**config.mk**
```make
export PLATFORM = sky130hd
export DESIGN_NAME = conv_window_gen
export DESIGN_NICKNAME = d
export VERILOG_FILES = /design/src/rtl/conv_pkg.sv /design/src/rtl/conv_line_buf.sv /design/src/rtl/conv_window_gen.sv
export SDC_FILE = /design/constraint.sdc
export NUM_CORES = 1
export LEC_CHECK = 0
export BUFFER_PORTS_ARGS = -buffer_cell sky130_fd_sc_hd__buf_2
export CORE_AREA = 2 2 257 323
export CTS_CLUSTER_SIZE = 25
export DETAILED_ROUTE_END_ITERATION = 7
export DIE_AREA = 0 0 259 325
export MAX_ROUTING_LAYER = met4
export PLACE_DENSITY = 0.53
export SLEW_MARGIN = 20
export SYNTH_ARGS = -nofsm -noshare
export SYNTH_HDL_FRONTEND = slang
export SYNTH_HIERARCHICAL = 1
export SYNTH_SLANG_ARGS = --single-unit
```
**constraint.sdc**
```tcl
create_clock -name clk -period 4.3 [get_ports clk]
set_clock_uncertainty 0.15 [all_clocks]
set_input_delay 1.075 -clock clk [delete_from_list [all_inputs] [get_ports clk]]
set_output_delay 1.075 -clock clk [all_outputs]
set_load 0.005 [all_outputs]
```
**src/rtl/conv_pkg.sv**
```systemverilog
// Shared constants for the 3x3 convolution window generator.
//   PIX_W       : default pixel width in bits
//   WIN_N       : window edge length (3x3 window)
//   SLOT_RxCy   : slot index of window element (dr=x, dc=y) in the packed bus;
//                 dr/dc = 0 is the oldest row/column (r-2 / c-2), 2 is (r / c)
//   ST_*        : state encoding of the frame FSM
package conv_pkg;

  localparam int unsigned PIX_W = 8;
  localparam int unsigned WIN_N = 3;

  localparam int unsigned SLOT_R0C0 = 0;
  localparam int unsigned SLOT_R0C1 = 1;
  localparam int unsigned SLOT_R0C2 = 2;
  localparam int unsigned SLOT_R1C0 = 3;
  localparam int unsigned SLOT_R1C1 = 4;
  localparam int unsigned SLOT_R1C2 = 5;
  localparam int unsigned SLOT_R2C0 = 6;
  localparam int unsigned SLOT_R2C1 = 7;
  localparam int unsigned SLOT_R2C2 = 8;

  localparam logic [1:0] ST_IDLE   = 2'd0;
  localparam logic [1:0] ST_STREAM = 2'd1;
  localparam logic [1:0] ST_DONE   = 2'd2;

endpackage

```
**src/rtl/conv_line_buf.sv**
```systemverilog
// One image line of storage, indexed by column.
//   clk   : clock
//   we    : write enable
//   addr  : column index (shared by read and write)
//   wdata : value stored at addr on the rising edge when we=1
//   rdata : combinational read of addr; returns the value before this cycle's write
module conv_line_buf #(
  parameter int unsigned WIDTH  = 8,
  parameter int unsigned DEPTH  = 32,
  parameter int unsigned ADDR_W = $clog2(DEPTH)
) (
  input  logic              clk,
  input  logic              we,
  input  logic [ADDR_W-1:0] addr,
  input  logic [WIDTH-1:0]  wdata,
  output logic [WIDTH-1:0]  rdata
);

  logic [WIDTH-1:0] mem [DEPTH];

  // Contents are never reset; the consumer gates on its own counters.
  always_ff @(posedge clk) begin
    if (we) mem[addr] <= wdata;
  end

  assign rdata = mem[addr];

endmodule

```
**src/rtl/conv_window_gen.sv**
```systemverilog
// Builds 3x3 valid-padding windows from a raster-order pixel stream.
//   clk      : clock, rising edge
//   rst      : synchronous active-high reset
//   i_start  : arms a new frame (only honoured in IDLE)
//   i_valid  : i_pixel valid this cycle
//   i_pixel  : input pixel, raster order
//   o_tensor : packed window, slot (dr,dc) at [(3*dr+dc)*PIX_W +: PIX_W]
//   o_valid  : one-cycle pulse, o_tensor valid
//   o_busy   : high while streaming a frame
//   o_done   : one-cycle pulse coinciding with the last window of a frame
module conv_window_gen #(
  parameter int unsigned PIX_W = conv_pkg::PIX_W,
  parameter int unsigned IMG_W = 32,
  parameter int unsigned IMG_H = 32
) (
  input  logic               clk,
  input  logic               rst,
  input  logic               i_start,
  input  logic               i_valid,
  input  logic [PIX_W-1:0]   i_pixel,
  output logic [9*PIX_W-1:0] o_tensor,
  output logic               o_valid,
  output logic               o_busy,
  output logic               o_done
);

  import conv_pkg::*;

  localparam int unsigned COL_W = $clog2(IMG_W);
  localparam int unsigned ROW_W = $clog2(IMG_H);

  logic [1:0]       state_q, state_d;
  logic [COL_W-1:0] col_q, col_d;
  logic [ROW_W-1:0] row_q, row_d;
  logic             accept_c;
  logic             last_col_c;
  logic             win_valid_c;
  logic [PIX_W-1:0] lb0_rd, lb1_rd;
  logic [PIX_W-1:0] win_q [WIN_N][WIN_N];
  logic [PIX_W-1:0] win_d [WIN_N][WIN_N];
  logic [9*PIX_W-1:0] tensor_d;

  assign accept_c    = (state_q == ST_STREAM) && i_valid;
  assign last_col_c  = (col_q == COL_W'(IMG_W - 1));
  // Column gate keeps windows from straddling a row wrap.
  assign win_valid_c = accept_c && (row_q >= ROW_W'(2)) && (col_q >= COL_W'(2));

  // LB0 holds row r-1; LB1 is fed from LB0 and holds row r-2.
  conv_line_buf #(.WIDTH(PIX_W), .DEPTH(IMG_W), .ADDR_W(COL_W)) u_lb0 (
    .clk   (clk),
    .we    (accept_c),
    .addr  (col_q),
    .wdata (i_pixel),
    .rdata (lb0_rd)
  );

  conv_line_buf #(.WIDTH(PIX_W), .DEPTH(IMG_W), .ADDR_W(COL_W)) u_lb1 (
    .clk   (clk),
    .we    (accept_c),
    .addr  (col_q),
    .wdata (lb0_rd),
    .rdata (lb1_rd)
  );

  // State and counter register.
  always_ff @(posedge clk) begin
    if (rst) begin
      state_q <= ST_IDLE;
      col_q   <= '0;
      row_q   <= '0;
    end else begin
      state_q <= state_d;
      col_q   <= col_d;
      row_q   <= row_d;
    end
  end

  // Next-state and counter logic.
  always_comb begin
    state_d = state_q;
    col_d   = col_q;
    row_d   = row_q;
    case (state_q)
      ST_IDLE: begin
        if (i_start) begin
          state_d = ST_STREAM;
          col_d   = '0;
          row_d   = '0;
        end
      end
      ST_STREAM: begin
        if (accept_c) begin
          if (last_col_c) begin
            col_d = '0;
            row_d = row_q + ROW_W'(1);
            if (row_q == ROW_W'(IMG_H - 1)) state_d = ST_DONE;
          end else begin
            col_d = col_q + COL_W'(1);
          end
        end
      end
      ST_DONE:  state_d = ST_IDLE;
      default:  state_d = ST_IDLE;
    endcase
  end

  // Window shift: new rightmost column is {r-2, r-1, r}.
  always_comb begin
    win_d = win_q;
    if (accept_c) begin
      for (int dr = 0; dr < int'(WIN_N); dr++) begin
        win_d[dr][0] = win_q[dr][1];
        win_d[dr][1] = win_q[dr][2];
      end
      win_d[0][2] = lb1_rd;
      win_d[1][2] = lb0_rd;
      win_d[2][2] = i_pixel;
    end
  end

  always_ff @(posedge clk) begin
    win_q <= win_d;
  end

  // Pack the post-shift window so the output reflects the accepted pixel.
  always_comb begin
    tensor_d = '0;
    tensor_d[SLOT_R0C0*PIX_W +: PIX_W] = win_d[0][0];
    tensor_d[SLOT_R0C1*PIX_W +: PIX_W] = win_d[0][1];
    tensor_d[SLOT_R0C2*PIX_W +: PIX_W] = win_d[0][2];
    tensor_d[SLOT_R1C0*PIX_W +: PIX_W] = win_d[1][0];
    tensor_d[SLOT_R1C1*PIX_W +: PIX_W] = win_d[1][1];
    tensor_d[SLOT_R1C2*PIX_W +: PIX_W] = win_d[1][2];
    tensor_d[SLOT_R2C0*PIX_W +: PIX_W] = win_d[2][0];
    tensor_d[SLOT_R2C1*PIX_W +: PIX_W] = win_d[2][1];
    tensor_d[SLOT_R2C2*PIX_W +: PIX_W] = win_d[2][2];
  end

  // Registered outputs; busy/done track the state being entered.
  always_ff @(posedge clk) begin
    if (rst) begin
      o_valid  <= 1'b0;
      o_busy   <= 1'b0;
      o_done   <= 1'b0;
      o_tensor <= '0;
    end else begin
      o_valid <= win_valid_c;
      o_busy  <= (state_d == ST_STREAM);
      o_done  <= (state_d == ST_DONE);
      if (win_valid_c) o_tensor <= tensor_d;
    end
  end

endmodule

```
==> summary.md, run 1 <==
| Metric | Value |
|---|---|
| # setup viols final | 0 |
| Async set-reset flop share out of synthesis | 0 |
| Rel. slew slack | 0.415 |
| Worst Setup End Kind | register |
| Antenna Cells | 0 |
| Distinct cells, synth | 43 |
| Avg Inst Size Synth | about 14 um2 |
| GRT overflow | 0 |
| Routed len/inst | roughly 20 um |
| Worst-path fanout max | 63 |
| # DRC | 0 |
| DRT Pass-1 Iters | 5 |
| CTS H-tree depth | 3 |
| IO Pins | 87 |
| Layout overhead on the synthesized area | 14.7% |
| Worst-Skew Late Latency | about 590 ps |
| Initial antenna violation count | 0 |
| Die width | ~260 um |
| GP Congestion | 0.837 |
| PostCTS Resize Cnt | 0 |
| Status | finished, final reports clean |
| Worst Hold Class | reg -> reg |
| Clock slew at reported path FFs | ~60 ps |
| Clock share of power | 0.427 |
| Most frequent cells in the layout | edfxtp_1 (512), nand2_1 (299), mux2i_1 (258), dfxtp_1 (133), o22ai_1 (127) |
| Overall power | ~0.013 W |
| Commonest non-fill, non-tap cell in the layout | edfxtp_1 |
| Seq pwr share | 0.523 |
| Final hold vios | 0 |
| All-layer global routing usage | 0.145 |
| Worst hold margin | roughly 290 ps |
| Crit path DAT | around 3600 ps |
| Std-Cell Rows | between 100 and 150 |
| Setup WS pre-CTS | a little over 800 ps |
| Net Sw Frac | 0.214 |
| Tcrit/Tclk final | 0.758 |
| Pint | approximately 0.011 W |
| Post-Syn Area | ~25000 um2 |
| Part of the Yosys area used for sequential elements | 0.724 |
| Root buf cell | clkbuf_16 |
| Max Cap Viol | 0 |
| # Post-CTS Setup Buffers | 0 |
| Total CTS buffers | ~70 |
| Measured slew at the worst slew-check pin | slightly below 900 ps |
| DR iter-0 viols | 1044 |
| Non-filler instance count after layout | between 2000 and 3000 |
| Routed Antenna Nets | 0 |
| Layout cells sized above 1 | 0.131 |
| CP Class | reg -> reg |
| First-pass GRT wire length | around 90 mm |
| Number of synthesized flops with an enable pin | 512 |
| Vias | between 10000 and 15000 |
| Clock sink count | approximately 650 |
| Die H | 325 um |
| Vias in the first global route | 14300 |
| Yosys warning total | 6 |
| Comb pwr share | 0.050 |
| Die Area | 84200 um2 |
| # fillers | 7705 |
| Post-synth net total | 1753 |
| DP HPWL | between 30 and 40 mm |
| CTS tree | done |
| Pwr dens | between 400 and 500 nW/um2 |
| Final min period | about 3300 ps |
| Largest net degree at the start of global routing | 73 |
| Final Max Slew Viols | 0 |
| Gate count of the mapped netlist | about 1700 |
| Pleak | slightly above 9 nW |
| Final #Nets | roughly 1800 |
| Clock Path Buffers | 3 |
| IO Port Bufs | 86 |
| Placed Cells | 2813 |
| Maximum vdd drop | a little under 0.3 mV |
| Core area | between 80000 and 90000 um2 |
| Crit path launch type | register |
| Fin Setup TNS | 0 ps |
| #FFs+latches synth | roughly 650 |
| DR vias/cell | just under 5 |
| Synth Flop Type | edfxtp_1 |
| Initial Util | 0.308 |
| Data required, critical path | 4660 ps |
| P_sw | 0.00287 W |
| Hold buffer count at cts | 0 |
| RSZ-0062 raised after global routing | no |
| PnR worst setup slack | 1040 ps |
| Final wirelength | around 60 mm |
| Fmax | 307 MHz |
-- worst max-delay path, stage by stage (launching register included) --
cell,delay (ps)
dfxtp_1,840
inv_1,110
ha_1,240
or4_4,450
o221ai_4,370
buf_4,640
nand2_1,150
a21oi_1,170
-- sequential cells by signal, summed over array words and instances (netlist names) --
| register | count |
|---|---|
| col_q | 5 |
| o_busy | 1 |
| o_done | 1 |
| o_tensor | 72 |
| o_valid | 1 |
| row_q | 5 |
| state_q | 2 |
| u_lb0/mem | 256 |
| u_lb1/mem | 256 |
| win_q | 48 |
-- metal layers --
metal	vias up	GRT usage	share of wire	wire length, um
li1	6672	-	-	-
met3	137	0.0222	0.037	2240
met4	0	0.0582	0.040	2410
met2	324	0.245	0.51	30800
met5	-	-	0	0
met1	7180	0.172	0.41	24600
-- logic make-up after synthesis --
| logic type | share of synthesized area |
|---|---|
| xor gates and xnor gates | 0.00175 |
| adders and majority gates | 0.00301 |
| DFF | 0.724 |
| and+or+nand+nor | 0.0912 |
| muxes | 0.103 |
| AOI/OAI and AO/OA | 0.0529 |
| buffers and inverters | 0.0235 |
-- synthesized netlist by cell type (5+ instances only) --
master     number  area [um2]
nand2_1       299        1120
nor2_1         68         255
nand3b_1        9        67.6
edfxtp_1      512       15400
or3b_2          6        52.6
ha_1            6        75.1
mux2i_1       258        2580
o22ai_1       127         795
nand4b_1        9        78.8
buf_6          11         124
or4b_1          8        80.1
nor4_1         32         200
a21oi_2        10        87.6
buf_2          53         265
a21oi_1        64         320
dfxtp_1       135        2700
nand2_2        10        62.6
nand3_1         7        35.0
nand4bb_1      10         113
clkbuf_1       42         158
nor3_1         14        70.1
xnor2_1         5        43.8
-- power by group through the flow --
stage               Sequential [W]  Clock [W]  Combinational, W
finish                     0.00701    0.00572          0.000674
global route               0.00703    0.00610          0.000733
CTS                        0.00701    0.00585          0.000690
detailed placement         0.00715          0          0.000688
global placement           0.00714          0          0.000682
floorplan                  0.00711          0          0.000430
-- area by class of cell --
class	count	area [um2]	share of cell area
clock inverter	21	208	0.00725
multi-input combinational	972	6300	0.220
clock buffer	102	1970	0.0687
sequential	647	18100	0.631
tap	1071	1340	0.0468
timing repair buffer	119	728	0.0254
inverter	4	15.0	0.000524
-- through the flow --
stage                util  instance area, um2
floorplan               -               25000
global placement    0.327               26500
detailed placement  0.327               26500
CTS                 0.354               28600
global route        0.354               28600
finish              0.354               28600
-- path summary, 6_finish.rpt --
| check | startpoint | to | slack, ps | depth (start not counted) |
|---|---|---|---|---|
| min reg2reg | win_q[11] | win_q[11] | 290 | 2 |
| max reg2reg | col_q[0] | o_tensor[33] | 1040 | 7 |
| min | win_q[11] | win_q[11] | 290 | 2 |
| max | col_q[0] | o_tensor[33] | 1040 | 7 |
Power figures use the tool's default switching activity.
==> run 2: changes to the inputs <==
--- a/config.mk
+++ b/config.mk
@@ -5,11 +5,12 @@
 export SDC_FILE = /design/constraint.sdc
 export NUM_CORES = 1
 export LEC_CHECK = 0
+export ABC_AREA = 1
 export BUFFER_PORTS_ARGS = -buffer_cell sky130_fd_sc_hd__buf_2
-export CORE_AREA = 2 2 257 323
+export CORE_AREA = 2 2 275 344
 export CTS_CLUSTER_SIZE = 25
 export DETAILED_ROUTE_END_ITERATION = 7
-export DIE_AREA = 0 0 259 325
+export DIE_AREA = 0 0 277 346
 export MAX_ROUTING_LAYER = met4
 export PLACE_DENSITY = 0.53
 export SLEW_MARGIN = 20
==> constraint.sdc (replaced) <==
create_clock -name clk -period 3.18 [get_ports clk]
set_clock_uncertainty 0.15 [all_clocks]
set_input_delay 0.795 -clock clk [delete_from_list [all_inputs] [get_ports clk]]
set_output_delay 0.795 -clock clk [all_outputs]
set_load 0.005 [all_outputs]
==> summary.md, run 2 <==
| Metric | Value |
|---|---|
| Status | finished, final reports clean |
| Commonest non-fill, non-tap cell in the layout | nand2_1 |
| Routed Antenna Nets | 0 |
| # DRC | 0 |
| Final hold vios | 0 |
| Final min period | approximately 2900 ps |
| IO Pins | between 80 and 90 |
| Net Sw Frac | 0.246 |
| Maximum vdd drop | 0.468 mV |
| Post-synth net total | 3135 |
| Routed len/inst | 15.4 um |
| Clock sink count | 671 |
| Die width | between 200 and 300 um |
| P_sw | 0.00502 W |
| Clock share of power | 0.418 |
| Std-Cell Rows | around 130 |
| Final #Nets | approximately 3300 |
| GRT overflow | 0 |
| Synth cell count leaders | nand2_1 (1672), edfxtp_1 (512), inv_1 (307) |
| Pleak | roughly 15 nW |
| Worst Hold Class | reg -> reg |
| DRT Pass-1 Iters | 5 |
| Hold buffer count at cts | 0 |
| CTS H-tree depth | 3 |
| Max Cap Viol | 0 |
| Number of synthesized flops with an enable pin | 512 |
| Cell family with most CP delay | buffers and inverters |
| Gate count of the mapped netlist | between 3000 and 4000 |
| Die H | 346 um |
| Core area | 92600 um2 |
| WP buf/inv | 4 |
| Distinct cells, synth | 26 |
| Critical path's largest stage delay | between 300 and 400 ps |
| Fmax | around 350 MHz |
| Vias in the first global route | about 19000 |
| First-pass GRT wire length | ~110 mm |
| Rel. slew slack | 0.507 |
| CP max-delay cell | dfxtp_4 |
| Reg2Reg Setup Slack | between 300 and 400 ps |
| IO Port Bufs | 86 |
| DR iter-0 viols | about 1500 |
| Seq pwr share | 0.488 |
| Crit path launch type | register |
| CTS tree | done |
| # setup viols final | 0 |
| Avg Inst Size Synth | approximately 9 um2 |
| Top flop regs | u_lb0/mem x256, u_lb1/mem x256 |
| Synth Flop Type | edfxtp_1 |
| Die Area | roughly 96000 um2 |
| Measured slew at the worst slew-check pin | ~740 ps |
| Tcrit/Tclk final | 0.898 |
| Worst Setup End Kind | register |
| Worst hold margin | 334 ps |
| Clock Path Buffers | 3 |
| Placed inst area | 30900 um2 |
| Top-area cell type share of the netlist area | 0.540 |
| Antenna Cells | 0 |
| Crit path DAT | just over 3000 ps |
| #FFs+latches synth | approximately 670 |
| Layout overhead on the synthesized area | 16.8% |
| All-layer global routing usage | 0.149 |
| Final wirelength | approximately 70 mm |
| Part of the Yosys area used for sequential elements | 0.652 |
| Clock slew at reported path FFs | roughly 60 ps |
| PostCTS Resize Cnt | 0 |
| Yosys top cell by area | edfxtp_1 |
| Design area | approximately 33000 um2 |
| Data required, critical path | between 3000 and 4000 ps |
| Post-Syn Area | roughly 28000 um2 |
| Async set-reset flop share out of synthesis | 0 |
| Crit-path most repeated cell | nand2_1 |
| Pint | roughly 0.015 W |
| DR vias/cell | between 4 and 5 |
| Total CTS buffers | 76 |
| Largest cells by area after synthesis | edfxtp_1 (54%), nand2_1 (22%), dfxtp_1 (11%) |
| Vias | a little under 20000 |
| # Post-CTS Setup Buffers | 0 |
| Root buf cell | clkbuf_16 |
| Worst-path cell chain | clkinv_2, buf_4, buf_4, nand2_1, nand2_1, nand2_1, nand2_1, nand2_1, nand2_1, nor2_1, nand2_1, buf_4 |
| Comb pwr share | 0.094 |
| CP Class | reg -> reg |
| Worst-path fanout max | 12 |
| Initial antenna violation count | 1 |
| GP Congestion | 0.806 |
| Largest net degree at the start of global routing | about 130 |
| Worst-Skew Late Latency | 620 ps |
| Fin Setup TNS | 0 ps |
| Pwr dens | between 600 and 700 nW/um2 |
| Final Max Slew Viols | 0 |
| Yosys warning total | 6 |
| Initial Util | 0.308 |
| Most frequent cell after synthesis | nand2_1 |
| Layout cells sized above 1 | 0.127 |
| DP HPWL | 43.1 mm |
| RSZ-0062 raised after global routing | no |
| Most frequent cells in the layout | nand2_1 (1672), edfxtp_1 (512), inv_1 (306), dfxtp_1 (157), nor2_1 (127) |
run 2: cell count changes after synthesis, sizes merged, moves of 65 or more:
cell / previous run / this run
nor2: 68 / 186
o21ai: 2 / 74
o22ai: 129 / 0
inv: 4 / 328
nand2: 309 / 1673
a21oi: 74 / 9
mux2i: 258 / 0
run 2: worst reg2reg max path: stages, from the launching register on:
cell,delay (ps)
dfxtp_4,390
clkinv_2,260
buf_4,290
buf_4,180
nand2_1,80
nand2_1,50
nand2_1,50
nand2_1,50
nand2_1,60
nand2_1,80
nor2_1,290
nand2_1,350
buf_4,300
run 2: kinds of logic (layout without fill, tap and decap cells):
family | after synthesis | in the layout | synth area share
flip-flops | 671 | 671 | 0.652
AO/OA/AOI/OAI | 84 | 84 | 0.0148
AND/OR/NAND/NOR | 1896 | 1896 | 0.261
adder cells (fa/ha/maj) | 6 | 6 | 0.00264
XOR/XNOR | 1 | 1 | 0.000308
buffers and inverters | 459 | 682 | 0.0700
run 2: stage by stage:
step | cells | worst slack, ps | util | total power, W
finish | 4546 | 326 | 0.359 | 0.0204
detailed placement | 4408 | 299 | 0.333 | 0.0121
CTS | 4546 | 270 | 0.359 | 0.0206
floorplan | 3117 | 960 | - | 0.0114
global placement | 4408 | 326 | 0.333 | 0.0121
global route | 4546 | 138 | 0.359 | 0.0212
run 2: worst paths after layout:
path,from,endpoint,depth (start not counted)
min,win_q[60],win_q[68],2
max reg2reg,col_q[0],u_lb1/mem[7][6],12
max,col_q[0],u_lb1/mem[7][6],12
min reg2reg,win_q[60],win_q[68],2
run 2: power by group through the flow:
stage                     logic [W]  clock network, W  registers [W]
final                       0.00191           0.00851        0.00995
after global routing        0.00220           0.00907        0.00998
after CTS                   0.00195           0.00871        0.00995
after detailed placement    0.00194                 0         0.0101
after global placement      0.00194                 0         0.0101
after floorplan             0.00127                 0         0.0101
run 2: layer usage:
layer | GRT usage | wire length (um) | part of all wire | vias to the layer above
met5 | - | 0 | 0 | -
met4 | 0.0467 | 2050 | 0.029 | 0
met3 | 0.0210 | 2720 | 0.039 | 122
met2 | 0.252 | 34400 | 0.49 | 334
met1 | 0.185 | 30600 | 0.44 | 9109
li1 | - | - | - | 10000
run 2: cell type report:
type / count / area, um2
fill: 9498 / 59300
inverter: 328 / 1230
tap: 1206 / 1510
sequential: 671 / 18600
multi-input combinational: 1987 / 7930
timing repair buffer: 216 / 1630
clock inverter: 46 / 407
clock buffer: 92 / 2000
